**config.mk**
```make
export PLATFORM = sky130hd
export DESIGN_NAME = sent_rx_dispatch
export DESIGN_NICKNAME = d
export VERILOG_FILES = /design/src/rtl/sent_rx_dispatch.sv
export SDC_FILE = /design/constraint.sdc
export NUM_CORES = 1
export LEC_CHECK = 0
export BUFFER_PORTS_ARGS = -buffer_cell sky130_fd_sc_hd__buf_4
export CAP_MARGIN = 30
export CORE_MARGIN = 2
export CORE_UTILIZATION = 30
export CTS_BUF_LIST = sky130_fd_sc_hd__clkbuf_8
export DETAILED_ROUTE_END_ITERATION = 10
export GPL_TIMING_DRIVEN = 0
export PLACE_DENSITY = 0.55
export SKIP_CTS_REPAIR_TIMING = 1
export SYNTH_ARGS = -nofsm -noshare
export SYNTH_HDL_FRONTEND = slang
export SYNTH_SLANG_ARGS = --single-unit
```
**constraint.sdc**
```tcl
create_clock -name clk -period 3.2 [get_ports clk]
set_clock_uncertainty 0.1 [all_clocks]
set_input_delay 0.48 -clock clk [delete_from_list [all_inputs] [get_ports clk]]
set_output_delay 0.48 -clock clk [all_outputs]
set_load 0.005 [all_outputs]
```
**src/rtl/sent_rx_dispatch.sv**
```systemverilog
// sent_rx_dispatch: parses frames from the UDP receive stream and routes them
// to the per-channel SENT transmitters. Parameter frames become a one-cycle
// cfg_valid pulse with the cfg_* bus, data-frame payload goes to the channel
// FIFO, and anything undeliverable is dropped and counted.
// Optional build macro SENT_CFG_CHECK_EN enables range checks on parameter frames.
module sent_rx_dispatch #(
  parameter int          SENT_NUM      = 2,
  parameter logic [15:0] ID_SENT_PARAM = 16'd2,
  parameter logic [15:0] ID_SENT_DATA  = 16'd3
) (
  input  logic                clk,
  input  logic                rst,
  input  logic [31:0]         rx_axis_udp_tdata,
  input  logic                rx_axis_udp_tvalid,
  input  logic                rx_axis_udp_tlast,
  input  logic [SENT_NUM-1:0] sent_ready,
  input  logic [SENT_NUM-1:0] sent_fifo_pfull,
  output logic [SENT_NUM-1:0] cfg_valid,
  output logic [7:0]          cfg_ctick_len,
  output logic [7:0]          cfg_ltick_len,
  output logic [1:0]          cfg_pause_mode,
  output logic [15:0]         cfg_pause_len,
  output logic                cfg_crc_mode,
  output logic [SENT_NUM-1:0] fifo_wr_en,
  output logic [31:0]         fifo_wr_data,
  output logic [15:0]         drop_cnt,
  output logic [2:0]          drop_code
);

  typedef enum logic [2:0] {S_IDLE, S_P1, S_P2, S_DATA, S_DISCARD} state_t;

  localparam logic [8:0] NUM_CH = 9'(SENT_NUM);

  state_t              state_q, state_d;
  logic [7:0]          ch_q, ch_d;
  logic [7:0]          ctick_q, ctick_d;
  logic [7:0]          ltick_q, ltick_d;
  logic [1:0]          pmode_q, pmode_d;
  logic [7:0]          plen_hi_q, plen_hi_d;

  logic [SENT_NUM-1:0] cfg_valid_q, fifo_wr_en_q, ch_sel;
  logic [7:0]          cfg_ctick_q, cfg_ltick_q;
  logic [1:0]          cfg_pmode_q;
  logic [15:0]         cfg_plen_q, drop_cnt_q;
  logic                cfg_crc_q;
  logic [31:0]         fifo_wr_data_q;
  logic [2:0]          drop_code_q;

  logic [255:0]        ready_ext, pfull_ext;
  logic [15:0]         hdr_id, pause_len_w;
  logic [7:0]          hdr_ch;
  logic                cfg_pass, wr_go, cfg_go, drop_go;
  logic [2:0]          drop_code_d;

  assign hdr_id      = rx_axis_udp_tdata[31:16];
  assign hdr_ch      = rx_axis_udp_tdata[15:8];
  assign ready_ext   = 256'(sent_ready);
  assign pfull_ext   = 256'(sent_fifo_pfull);
  assign pause_len_w = {plen_hi_q, rx_axis_udp_tdata[31:24]};

`ifdef SENT_CFG_CHECK_EN
  function automatic logic cfg_legal(input logic [7:0] ct, input logic [7:0] lt,
                                     input logic [1:0] pm, input logic [15:0] pl);
    logic ok;
    ok = 1'b1;
    if (ct < 8'd3 || ct > 8'd90) ok = 1'b0;
    if (lt < 8'd4) ok = 1'b0;
    if (pm == 2'd3) ok = 1'b0;
    if (pm != 2'd0 && (pl < 16'd12 || pl > 16'd768)) ok = 1'b0;
    return ok;
  endfunction
  assign cfg_pass = cfg_legal(ctick_q, ltick_q, pmode_q, pause_len_w);
`else
  assign cfg_pass = 1'b1;
`endif

  // Decode the latched channel into a one-hot strobe pattern
  always_comb begin
    for (int i = 0; i < SENT_NUM; i++) ch_sel[i] = (ch_q == 8'(i));
  end

  // Frame parser: next state, header gating decisions and drop reasons
  always_comb begin
    state_d     = state_q;
    ch_d        = ch_q;
    ctick_d     = ctick_q;
    ltick_d     = ltick_q;
    pmode_d     = pmode_q;
    plen_hi_d   = plen_hi_q;
    wr_go       = 1'b0;
    cfg_go      = 1'b0;
    drop_go     = 1'b0;
    drop_code_d = 3'd0;
    if (rx_axis_udp_tvalid) begin
      case (state_q)
        S_IDLE: begin
          ch_d = hdr_ch;
          if (rx_axis_udp_tlast) begin
            drop_go = 1'b1; drop_code_d = 3'd1;
          end else if ({1'b0, hdr_ch} >= NUM_CH) begin
            drop_go = 1'b1; drop_code_d = 3'd2; state_d = S_DISCARD;
          end else if (hdr_id == ID_SENT_PARAM) begin
            if (!ready_ext[hdr_ch]) begin
              drop_go = 1'b1; drop_code_d = 3'd3; state_d = S_DISCARD;
            end else begin
              state_d = S_P1;
            end
          end else if (hdr_id == ID_SENT_DATA) begin
            if (pfull_ext[hdr_ch]) begin
              drop_go = 1'b1; drop_code_d = 3'd4; state_d = S_DISCARD;
            end else begin
              state_d = S_DATA;
            end
          end else begin
            drop_go = 1'b1; drop_code_d = 3'd5; state_d = S_DISCARD;
          end
        end
        S_P1: begin
          ctick_d   = rx_axis_udp_tdata[31:24];
          ltick_d   = rx_axis_udp_tdata[23:16];
          pmode_d   = rx_axis_udp_tdata[9:8];
          plen_hi_d = rx_axis_udp_tdata[7:0];
          if (rx_axis_udp_tlast) begin
            drop_go = 1'b1; drop_code_d = 3'd6; state_d = S_IDLE;
          end else begin
            state_d = S_P2;
          end
        end
        S_P2: begin
          if (!rx_axis_udp_tlast) begin
            drop_go = 1'b1; drop_code_d = 3'd6; state_d = S_DISCARD;
          end else begin
            state_d = S_IDLE;
            if (cfg_pass) cfg_go = 1'b1;
            else begin
              drop_go = 1'b1; drop_code_d = 3'd7;
            end
          end
        end
        S_DATA: begin
          wr_go = 1'b1;
          if (rx_axis_udp_tlast) state_d = S_IDLE;
        end
        S_DISCARD: begin
          if (rx_axis_udp_tlast) state_d = S_IDLE;
        end
        default: state_d = S_IDLE;
      endcase
    end
  end

  // Parser state and registered outputs; all outputs clear on reset
  always_ff @(posedge clk) begin
    if (rst) begin
      state_q        <= S_IDLE;
      cfg_valid_q    <= '0;
      fifo_wr_en_q   <= '0;
      fifo_wr_data_q <= '0;
      cfg_ctick_q    <= '0;
      cfg_ltick_q    <= '0;
      cfg_pmode_q    <= '0;
      cfg_plen_q     <= '0;
      cfg_crc_q      <= 1'b0;
      drop_cnt_q     <= '0;
      drop_code_q    <= '0;
    end else begin
      state_q      <= state_d;
      fifo_wr_en_q <= wr_go ? ch_sel : '0;
      cfg_valid_q  <= cfg_go ? ch_sel : '0;
      if (wr_go) fifo_wr_data_q <= rx_axis_udp_tdata;
      if (cfg_go) begin
        cfg_ctick_q <= ctick_q;
        cfg_ltick_q <= ltick_q;
        cfg_pmode_q <= pmode_q;
        cfg_plen_q  <= pause_len_w;
        cfg_crc_q   <= rx_axis_udp_tdata[16];
      end
      if (drop_go) begin
        if (drop_cnt_q != 16'hFFFF) drop_cnt_q <= drop_cnt_q + 16'd1;
        drop_code_q <= drop_code_d;
      end
    end
  end

  // Frame context captured from the header and first parameter word
  always_ff @(posedge clk) begin
    ch_q      <= ch_d;
    ctick_q   <= ctick_d;
    ltick_q   <= ltick_d;
    pmode_q   <= pmode_d;
    plen_hi_q <= plen_hi_d;
  end

  assign cfg_valid      = cfg_valid_q;
  assign cfg_ctick_len  = cfg_ctick_q;
  assign cfg_ltick_len  = cfg_ltick_q;
  assign cfg_pause_mode = cfg_pmode_q;
  assign cfg_pause_len  = cfg_plen_q;
  assign cfg_crc_mode   = cfg_crc_q;
  assign fifo_wr_en     = fifo_wr_en_q;
  assign fifo_wr_data   = fifo_wr_data_q;
  assign drop_cnt       = drop_cnt_q;
  assign drop_code      = drop_code_q;

endmodule
```
==> results by group, run 1 <==
Routing
  – Starting DRT DRC Count: 306
  – Routed wire per std cell: between 15 and 20 um
  – Drt drc: 0
  – Post-Route WL: 14.0 mm
  – Post-DRT Antenna Nets: 0
  – DR vias: 4255
  – Vias per inst: between 4 and 5
  – First drt pass iteration count: 5

Global route
  – GR Layer Usage met2: 26.4%
  – Total Routing Usage GR: around 16%
  – Initial antenna violation count: 0
  – Vias in the first global route: 4044
  – Largest net degree at the start of global routing: 17
  – GR peak layer: met2
  – Grt total ovfl: 0
  – First-pass GRT wire length: about 22 mm
  – GR Layer Usage met1: 20.2%
  – Met3 Use GR: around 4.5%

STA
  – Worst slew margin: 55.0%
  – Fmax: 388 MHz
  – Worst slew pin tran: slightly below 0.7 ns
  – Setup-failing EPs final: 0
  – Minimum clock period: around 2.6 ns
  – Slew Viols, Final: 0
  – Tcrit/Tclk final: 80.5%
  – Hold WS: 0.128 ns
  – RSZ-0062 raised after global routing: false
  – Final Hold Fails: 0

Placed design
  – Post-DP HPWL: 10.6 mm
  – Gp weighted congestion: slightly above 0.8
  – # port buffers: 128

Synth
  – Cell variety after synth: 53
  – Mapped cell area: 4940 sq um
  – Xor and xnor area share after synthesis: 0%
  – Largest family of logic cells by synthesized area: simple AND/OR/NAND/NOR gates
  – Asr flop ratio synth: 0%
  – Post-Synth Adder-Cell Area: 0.253%
  – Simple-Gate Fraction of Synth Area: between 20% and 30%
  – Yosys reg bits: roughly 130
  – Syn Nets: 559
  – Yosys warning count: 0
  – EDFF count, synth: 34
  – Synthesized instance count: between 500 and 600
  – Compound-Gate Fraction of Synth Area: 13.9%
  – Mean Syn Cell Area: between 9 and 10 sq um
  – Ys flop type: dfxtp_1
  – Post-synthesis mux area share: ~1.8%
  – Sequential area share after synthesis: 58.4%

Layout
  – ANT cells: 0
  – P&R area growth vs syn: 33.2%
  – Most common cell after layout, fill and taps aside: nand2_1
  – Nets: 708
  – Most frequent cells in the layout: nand2_1 (147), buf_4 (128), dfxtp_1 (93)
  – Final Core Density: 41.1%
  – Share of cells above drive strength 1: 28.5%

Worst setup path
  – FF-to-FF path depth: 8
  – CP Capture Type: flip-flop
  – Maximum fanout along the worst path: 10
  – Crit Path Class: flip-flop to flip-flop
  – Register-to-register setup slack: 0.62 ns
  – CP top delay family: buffers and inverters
  – Worst path bufs/invs: 2
  – Critical path depth: 8
  – R2R Path End: drop_cnt[4]$_SDFFE_PP0P_
  – Worst EP required: 3.42 ns
  – Crit path arrival time: 2.80 ns
  – R2r startpoint: drop_cnt[0]$_SDFFE_PP0P_
  – Critical Path Max Stage Delay: roughly 0.46 ns
  – CP max-delay cell: o21ai_0
  – Startpoint Class: flip-flop
  – Critical-path cell list: ha_1 > and2_1 > clkbuf_1 > nand4_1 > o21ai_0 > buf_2 > nor4b_2 > mux2_4

Worst hold path
  – Min-Delay Endpoint: ch_q[5]$_DFFE_PP_
  – Hold Path Class: input pin to flip-flop
  – Min-delay src: rx_axis_udp_tdata[13]
  – Hold Crit Depth: 1

Floorplanning
  – Vert. Die Dim: 132 um
  – Starting Density: 30.9%
  – Rows: 46
  – Die Wd: 132 um
  – Die ar.: between 15000 and 20000 sq um
  – CORE AREA: around 16000 sq um
  – Number of I/O pins: 130

Status
  – Outcome: finished clean

Power
  – PwrDens: 476 nW/um^2
  – Logic gate share of total power: 4.6%
  – P_sw: 0.730 mW
  – Clock share of power: 42.3%
  – Cell leakage power: 2.38 nW
  – Sw Ratio: 23.3%
  – Int Pwr: about 2.4 mW
  – Seq pwr share: approximately 53%
  – VDD IR max: 195 uV

Clock tree
  – Clock sinks: 127
  – H-tree depth: 4
  – Clock slew at reported path FFs: about 0.08 ns
  – Max Buffers Root-to-Sink: 2
  – Root buffer cell: clkbuf_8
  – Skew-Pair Late Insertion Delay: 0.45 ns
  – TritonCTS clock tree: built
  – CTS Buf Count: 17

Flow run
  – # Max-Cap Violations: 0
## cells by family (layout without fill, tap and decap cells)
group,after synthesis,in the layout
adder cells (fa/ha/maj),1,1
AND/OR/NAND/NOR,228,228
AO/OA/AOI/OAI,116,116
flip-flops,127,127
multiplexers,6,6
buffers and inverters,40,202
## synthesized netlist by cell type (all sizes together), types with 2 or more instances
master,number,area (sq um)
nand2b,2,12.5
or3,3,18.8
nand4,7,43.8
nand2,147,552
buf,8,57.6
edfxtp,34,1020
nor2b,5,31.3
or3b,3,26.3
dfxtp,93,1860
a21boi,2,15.0
nor4b,2,23.8
a21oi,84,450
inv,6,22.5
and3,4,25.0
mux2,4,56.3
o31ai,8,60.1
o2111ai,2,17.5
nor3,7,51.3
nor2,14,52.6
nand3,9,45.0
o211ai,4,30.0
nor4,10,83.8
o21ai,8,40.0
clkbuf,26,97.6
o41ai,2,17.5
or4,10,85.1
## power by group through the flow
stage	combinational (mW)	sequential, mW	clock (mW)
4_1_cts	0.144	1.66	1.37
3_3_place_gp	0.141	1.70	0
3_5_place_dp	0.143	1.70	0
2_1_floorplan	0.0581	1.70	0
5_1_grt	0.155	1.66	1.44
6_report	0.142	1.66	1.32
## worst reg2reg max path: cells and delay by family (launching register included)
family,cells,cell delay [ns]
fa+ha+maj,1,0.22
flops,1,0.40
mux,1,0.29
buf+inv,2,0.54
compound gates,1,0.46
simple gates,3,0.45
## registers in the layout, indices dropped and copies added, names as in the netlist, 3 cells and up
name	cells
cfg_ctick_len	8
cfg_ltick_len	8
cfg_pause_len	16
ch_q	8
ctick_q	8
drop_cnt	16
drop_code	3
fifo_wr_data	32
ltick_q	8
plen_hi_q	8
state_q	3
## area by class of cell
| cell class | count | area [sq um] |
|---|---|---|
| Clock buffer | 17 | 234 |
| Multi-Input combinational cell | 351 | 1880 |
| Fill cell | 1646 | 9420 |
| Timing Repair Buffer | 130 | 983 |
| Tap cell | 216 | 270 |
| Sequential cell | 127 | 2880 |
| Inverter | 6 | 22.5 |
| Buffer | 34 | 155 |
| Clock inverter | 15 | 146 |
## how the worst max path moves through the flow
| stage | startpoint | end |
|---|---|---|
| finish | drop_cnt[0]$_SDFFE_PP0P_ | drop_cnt[4]$_SDFFE_PP0P_ |
| global route | drop_cnt[0]$_SDFFE_PP0P_ | drop_cnt[4]$_SDFFE_PP0P_ |
| CTS | drop_cnt[0]$_SDFFE_PP0P_ | drop_cnt[4]$_SDFFE_PP0P_ |
| detailed placement | rx_axis_udp_tlast | drop_cnt[4]$_SDFFE_PP0P_ |
| global placement | rx_axis_udp_tvalid | plen_hi_q[3]$_DFFE_PP_ |
| floorplan | rx_axis_udp_tvalid | ctick_q[0]$_DFFE_PP_ |
## stage by stage
step / area [sq um] / power, mW / TNS, ns / setup slack [ns] / std cells
final: 6580 / 3.13 / 0 / 0.623 / 896
after floorplan: 4940 / 1.76 / 0 / 0.0283 / 518
after CTS: 6580 / 3.18 / 0 / 0.642 / 896
after global routing: 6580 / 3.26 / 0 / 0.435 / 896
after global placement: 6170 / 1.84 / -23.28 / -0.896 / 862
after detailed placement: 6200 / 1.84 / 0 / 0.427 / 864
## layer usage
metal  vias up  part of all wire, %  routed length (um)
li1       2114                    -                   -
met1      2007                   45                6280
met2       107                   49                6820
met3        27                  4.4                 612
met4         0                  2.2                 308
met5         -                    0                   0
No activity file was read; power rests on OpenSTA's default activity.
==> inputs of run 2 (changes only) <==
==> constraint.sdc (replaced) <==
create_clock -name clk -period 2.05 [get_ports clk]
set_clock_uncertainty 0.1 [all_clocks]
set_input_delay 0.3075 -clock clk [delete_from_list [all_inputs] [get_ports clk]]
set_output_delay 0.3075 -clock clk [all_outputs]
set_load 0.005 [all_outputs]
==> results by group, run 2 (synthesis gave the netlist of run 1 again) <==
Routing
  – Post-DRT Antenna Nets: 0
  – Post-Route WL: 15.4 mm
  – Post-Route M1 WL: roughly 6.5 mm
  – Drt drc: 0
  – Starting DRT DRC Count: 272
  – Met2 routed WL: 7.60 mm
  – Top Layer Used: met4
  – Vias per inst: 4.92
  – DR vias: 4611
  – First drt pass iteration count: 5
  – Routed wl met3: 982 um
  – Routed wire per std cell: 16.4 um

Worst setup path
  – Crit path arrival time: 2.41 ns
  – Startpoint Class: input pin
  – FF-to-FF path depth: 7
  – Worst path bufs/invs: 2
  – CP max-delay cell: or4_4
  – R2r startpoint: drop_cnt[0]$_SDFFE_PP0P_
  – Critical Path Max Stage Delay: 0.53 ns
  – Worst EP required: 2.29 ns
  – Maximum fanout along the worst path: 5
  – CP Capture Type: flip-flop
  – Register-to-register setup slack: -0.06 ns
  – CP top delay family: simple AND/OR/NAND/NOR gates
  – Critical-path cell list: buf_8 > or4_4 > or4_4 > nor4_4 > buf_4 > nor4_4 > mux2_4
  – Crit Path Class: input pin to flip-flop
  – R2R Path End: drop_cnt[8]$_SDFFE_PP0P_

Flow run
  – # Max-Cap Violations: 0

Clock tree
  – TritonCTS clock tree: built
  – Max Buffers Root-to-Sink: 2
  – Skew-Pair Late Insertion Delay: between 0.4 and 0.5 ns
  – H-tree depth: 4
  – Clock slew at reported path FFs: 0.08 ns
  – Root buffer cell: clkbuf_8
  – Clock sinks: about 130
  – CTS Buf Count: 17

Power
  – Overall power: around 5.1 mW
  – Cell leakage power: 2.67 nW
  – VDD IR max: 335 uV
  – PwrDens: 702 nW/um^2

STA
  – Worst slew margin: 52.4%
  – Tcrit/Tclk final: 106%
  – Minimum clock period: 2.18 ns
  – Post-route setup slack: -0.127 ns
  – Setup TNS: -1.27 ns
  – Worst slew pin tran: 0.713 ns
  – RSZ-0062 raised after global routing: true
  – Final Hold Fails: 0
  – Fmax: 459 MHz
  – Setup-failing EPs final: 18
  – Slew Viols, Final: 0

Placed design
  – # port buffers: 128
  – Gp weighted congestion: 0.821
  – Post-DP HPWL: approximately 11 mm

Floorplanning
  – Starting Density: 30.9%
  – Rows: 46
  – Number of I/O pins: 130
  – Die Wd: between 100 and 150 um
  – Die ar.: 17500 sq um
  – Vert. Die Dim: 132 um
  – CORE AREA: 16000 sq um

Global route
  – Total Routing Usage GR: 16.8%
  – Vias in the first global route: ~4300
  – First-pass GRT wire length: 22.9 mm
  – Initial antenna violation count: 0
  – Grt total ovfl: 0
  – Largest net degree at the start of global routing: 17

Worst hold path
  – Min-delay src: rx_axis_udp_tdata[13]
  – Hold Crit Depth: 3
  – Min-Delay Endpoint: fifo_wr_data[13]$_SDFFE_PP0P_
  – Hold Path Class: input pin to flip-flop

Layout
  – Most frequent cells in the layout: nand2_1 (146), buf_4 (138), dfxtp_1 (88)
  – Largest register FFs: 32
  – Share of cells above drive strength 1: 34.3%
  – Nets: 750
  – ANT cells: 0
  – Most common cell after layout, fill and taps aside: nand2_1
  – P&R area growth vs syn: 47.6%
  – Final Core Density: 45.5%

Status
  – Outcome: finished with violations
  – Failing checks: negative setup slack
run 2: changes by cell type in the layout (fill, tap and decap cells not counted), sizes merged:
cell,delta
inv,+4
buf,+12
dlygate4sd3,+31
clkinvlp,-4
clkinv,-1
run 2: final cells by class:
type | count | area (sq um)
inverters | 6 | 22.5
multi-input cells | 351 | 2080
fillers | 1605 | 8710
clock buffers | 18 | 248
clock inverters | 14 | 155
plain buffers | 31 | 179
repair buffers | 175 | 1440
well taps | 216 | 270
flip-flops and latches | 127 | 2890
run 2: per-stage QoR:
stage	hold WS (ns)	instance area, sq um	std cells	worst slack [ns]
after floorplan	0.306	5020	518	-0.146
after global placement	0.345	6250	862	-0.394
after detailed placement	0.349	6270	863	-0.437
after CTS	-0.0812	6670	895	-0.360
after global routing	0.000690	7290	938	-0.148
final	0.00311	7290	938	-0.127
run 2: worst max-delay path by stage:
stage / from / cells after the start / end / slack, ns
final: rx_axis_udp_tdata[15] / 7 / drop_cnt[13]$_SDFFE_PP0P_ / -0.13
after floorplan: rx_axis_udp_tdata[12] / 6 / drop_cnt[13]$_SDFFE_PP0P_ / -0.15
after global routing: rx_axis_udp_tdata[15] / 7 / drop_cnt[13]$_SDFFE_PP0P_ / -0.15
after CTS: state_q[2]$_SDFFE_PP0P_ / 7 / cfg_pause_len[9]$_SDFFE_PP0P_ / -0.36
after detailed placement: rx_axis_udp_tdata[12] / 8 / drop_cnt[10]$_SDFFE_PP0P_ / -0.44
after global placement: rx_axis_udp_tdata[12] / 7 / drop_cnt[13]$_SDFFE_PP0P_ / -0.39
run 2: worst min-delay path: cells and delay by family:
family,cells,cell delay [ns]
AO/OA/AOI/OAI,1,0.05
AND/OR/NAND/NOR,1,0.05
buffers and inverters,1,0.10
run 2: report_power, final:
part | internal, mW | leakage (nW) | switching, mW
Clock | 1.13 | 0.207 | 1.08
Sequential | 2.59 | 1.06 | 0.0124
Combinational | 0.141 | 1.40 | 0.157
Total | 3.86 | 2.67 | 1.25
run 2: routing by layer:
layer  vias up  track usage [%]
met5         -                0
met4         0             5.62
met3        23             5.42
met2       163             27.4
met1      2222             21.0
li1       2203                -
